[src/rtl/bin_to_bcd_seq.sv]
// bin_to_bcd_seq: sequential binary-to-BCD converter (shift-and-add-3)
// Ports:
//   clk       - system clock, posedge
//   rst_n     - asynchronous reset, active low
//   in_valid  - in_bin is valid this cycle
//   in_ready  - converter is idle and accepts in_bin
//   in_bin    - unsigned binary value to convert
//   out_valid - out_bcd holds a finished result
//   out_ready - consumer takes out_bcd this cycle
//   out_bcd   - packed BCD, units digit in [3:0]
//   busy      - conversion in progress
module bin_to_bcd_seq #(
    parameter int w_bin    = 8,
    parameter int w_digits = 3
) (
    input  logic                  clk,
    input  logic                  rst_n,
    input  logic                  in_valid,
    output logic                  in_ready,
    input  logic [w_bin-1:0]      in_bin,
    output logic                  out_valid,
    input  logic                  out_ready,
    output logic [4*w_digits-1:0] out_bcd,
    output logic                  busy
);
    localparam int bw = 4 * w_digits;
    localparam int cw = $clog2(w_bin + 1);

    if (10 ** w_digits <= 2 ** w_bin - 1) begin : g_bad_digits
        $error("w_digits too small to hold 2**w_bin-1");
    end

    typedef enum logic [1:0] {IDLE, SHIFT, DONE} state_t;

    state_t          state, next_state;
    logic [w_bin-1:0] bin_sr;
    logic [bw-1:0]   bcd_sr, adj, shifted;
    logic [cw-1:0]   cnt;

    assign in_ready  = (state == IDLE);
    assign out_valid = (state == DONE);
    assign busy      = (state == SHIFT);

    always_comb begin
        next_state = state;
        if (state == IDLE && in_valid)
            next_state = SHIFT;
        else if (state == SHIFT && cnt == cw'(1))
            next_state = DONE;
        else if (state == DONE && out_ready)
            next_state = IDLE;
    end

    // add-3 is per digit with no carry: a digit >= 5 never exceeds 4 bits after +3
    always_comb begin
        adj = bcd_sr;
        for (int i = 0; i < w_digits; i++)
            adj[4*i +: 4] = (bcd_sr[4*i +: 4] >= 4'd5) ? bcd_sr[4*i +: 4] + 4'd3 : bcd_sr[4*i +: 4];
        shifted = {adj[bw-2:0], bin_sr[w_bin-1]};
    end

    always_ff @(posedge clk or negedge rst_n) begin
        if (!rst_n)
            state <= IDLE;
        else
            state <= next_state;
    end

    always_ff @(posedge clk or negedge rst_n) begin
        if (!rst_n) begin
            bin_sr  <= '0;
            bcd_sr  <= '0;
            cnt     <= '0;
            out_bcd <= '0;
        end else if (state == IDLE && in_valid) begin
            bin_sr <= in_bin;
            bcd_sr <= '0;
            cnt    <= cw'(w_bin);
        end else if (state == SHIFT) begin
            bin_sr <= bin_sr << 1;
            bcd_sr <= shifted;
            cnt    <= cnt - 1'b1;
            if (cnt == cw'(1))
                out_bcd <= shifted;
        end
    end
endmodule

[config.mk]
export PLATFORM = sky130hd
export DESIGN_NAME = bin_to_bcd_seq
export DESIGN_NICKNAME = d
export VERILOG_FILES = /design/src/rtl/bin_to_bcd_seq.sv
export SDC_FILE = /design/constraint.sdc
export NUM_CORES = 1
export LEC_CHECK = 0
export BUFFER_PORTS_ARGS = -buffer_cell sky130_fd_sc_hd__buf_2
export CAP_MARGIN = 20
export CORE_MARGIN = 1
export CORE_UTILIZATION = 35
export DETAILED_ROUTE_END_ITERATION = 8
export HOLD_SLACK_MARGIN = 0.03
export PLACE_DENSITY = 0.5
export SETUP_SLACK_MARGIN = 0.1
export SYNTH_ARGS = -nofsm -noshare
export SYNTH_HDL_FRONTEND = slang
export SYNTH_SLANG_ARGS = --single-unit
[constraint.sdc]
create_clock -name clk -period 3.2 [get_ports clk]
set_clock_uncertainty 0.15 [all_clocks]
set_input_delay 0.64 -clock clk [delete_from_list [all_inputs] [get_ports clk]]
set_output_delay 0.64 -clock clk [all_outputs]
set_load 0.01 [all_outputs]
==> metrics.txt <==
Die W=75.7 µm; initial antenna violation count=0; WS Path Type=reg -> out; count of cell types in the netlist=28; Finished Layout Cells=277; Residual DRC=0; area of the mapped netlist=1900 µm²; CTS tree=done; Inst Count DP=269; # IOs=27; Via-to-Cell Ratio=5.10; Pre-antenna DRT Iters=4; Post-Route WL=3950 µm; area grow syn2layout=16.3%; clock slew at reported path FFs=0.08 ns; initial DRC count=48; R2R setup slack=1.19 ns; syn nets=201; grt total ovfl=0; Hold-fix buffers, CTS=0; status=finished clean; FF-to-FF path depth=4; relative slew slack=45.1%; Clock Tree Root=clkbuf_8; startpoint types=flip-flop; CP Data Required Time=2.41 ns; PD cells=1090 nW/µm²; Clock Latency Late Sink=0.30 ns; first-pass GRT wire length=6620 µm; Hold Path Class=in -> async; Worst R2R Start=state[1]; final net count=226; CTS buffer count=5; crit-path max FO=19; unrepaired setup endpoints after global routing=no; Worst Tran Pin Value=0.824 ns; Antenna diodes=0; dpl hpwl=2700 µm; H-tree depth reported by CTS=2; top cell type's share of synthesized area=50.0%; Top delay family on crit path=flip-flops; initial core utilization=36.7%; Die Area=5730 µm²; top area cells in the synthesized netlist=dfrtp_1 50%, mux2_2 5.9%, ha_1 5.3%; DR WL/cell=14.2 µm; Final ANT Viol Nets=0; final worst-path cycle share=74.2%; Max Fclk=0.421 GHz; synth cell count leaders=38 x dfrtp_1, 20 x o21ai_0, 16 x nand2_1; Worst Path Buf+Inv=2; final hold viol count=0; Post-synth EDFFs=0; CTS Sinks=38; post-CTS sizing=0; clk buf depth=2; crit path DAT=1.59 ns; Port Buffers=26; area leader, netlist=dfrtp_1; Synth async-reset ratio=100%; ys flop type=dfrtp_1; post-synthesis register bit count=38; GR Util All Layers=15.9%; Static Leak=1.03 nW; largest net degree at the start of global routing=39; final core occ=42.7%; row count=26; Slowest-stage cell, CP=dfrtp_1; yosys warns=0; nature of the critical path endpoint=primary output; share of cells above drive strength 1=23.7%; crit path time final=2.38 ns; core area=5170 µm²; CP max stage delay=0.74 ns; critical-path cell list=nand2b_4, inv_4, buf_2; Finish-stage setup viols=0; die height=75.7 µm; postcts setup bufs=0; Reg-to-Reg End=out_bcd[9]; most common cell in the netlist=dfrtp_1; post-synthesis cell count=181; vias=1413; Synth Area per Inst=10.5 µm²; gpl congestion=0.756; maximum VDD drop=0.331 mV; vias in the first global route=1401; number of max-cap violations=0; sequential share of the synthesized area=50.0%; Final Max Tran Viols=0; setup_tns=0 ns
## flip-flops by register name, indices dropped and copies added, names as in the netlist
signal / count
cnt: 4
out_bcd: 12
bin_sr: 8
state: 2
bcd_sr: 12
## per-layer routing
metal	up-vias	part of all wire, %	track usage (%)
li1	688	-	-
met1	691	47	20.1
met2	27	48	26.4
met3	7	3.2	2.78
met4	0	1.9	8.02
met5	-	0	0
## per-stage QoR
step	total power [mW]	setup WS [ns]	area, µm²	hold WS, ns
global route	2.61	0.727	2210	0.358
floorplan	1.65	1.48	1900	0.194
detailed placement	1.93	1.15	2070	0.326
global placement	1.88	1.21	2070	0.313
finish	2.42	0.825	2210	0.281
CTS	2.44	0.823	2210	0.318
## where the power goes
group | internal (mW) | leakage [nW] | switching [mW]
combinational | 0.468 | 0.475 | 0.530
clock | 0.333 | 0.0714 | 0.175
sequential | 0.692 | 0.483 | 0.220
## area by class of cell
cell class                 instances  area (µm²)
fill                             517        2960
sequential                        38         951
multi-input combinational        125         860
timing repair buffer              26         130
tap                               70        87.6
clock buffer                       6        82.6
clock inverter                     2        60.1
inverter                          10        40.0
## worst max path at each step
| stage | end | cells past startpoint | slack, ns | startpoint |
|---|---|---|---|---|
| 5_1_grt | busy | 3 | 0.73 | state[1] |
| 3_5_place_dp | busy | 3 | 1.15 | state[0] |
| 3_3_place_gp | busy | 3 | 1.21 | state[0] |
| 2_1_floorplan | out_valid | 3 | 1.48 | state[1] |
| 6_report | busy | 3 | 0.82 | state[1] |
| 4_1_cts | busy | 3 | 0.82 | state[0] |
## worst reg2reg max path, cell delays in order, from the launching register on
cell and delay [ns]:
dfrtp_1 0.74, nand2b_4 0.29, inv_4 0.11, nand3_4 0.24, mux2_2 0.38
## layout by cell type, fill, tap and decap left out, drive strengths merged, types with 7 or more instances in the layout
cell type,Yosys,layout
dfrtp,38,38
buf,6,26
o21ai,24,24
nand2,16,16
a21oi,15,15
nor2b,11,11
mux2,10,10
inv,10,10
a22o,9,9
ha,8,8
a22oi,7,7
## cell families after synthesis
group / after synthesis / synth area share (%)
muxes: 12 / 6.98
adders and majority gates: 8 / 5.27
xor gates and xnor gates: 3 / 1.38
buffers and inverters: 18 / 4.74
DFF: 38 / 50.0
AOI/OAI and AO/OA: 59 / 18.9
and+or+nand+nor: 43 / 12.7
No activity file was read; power rests on OpenSTA's default activity.
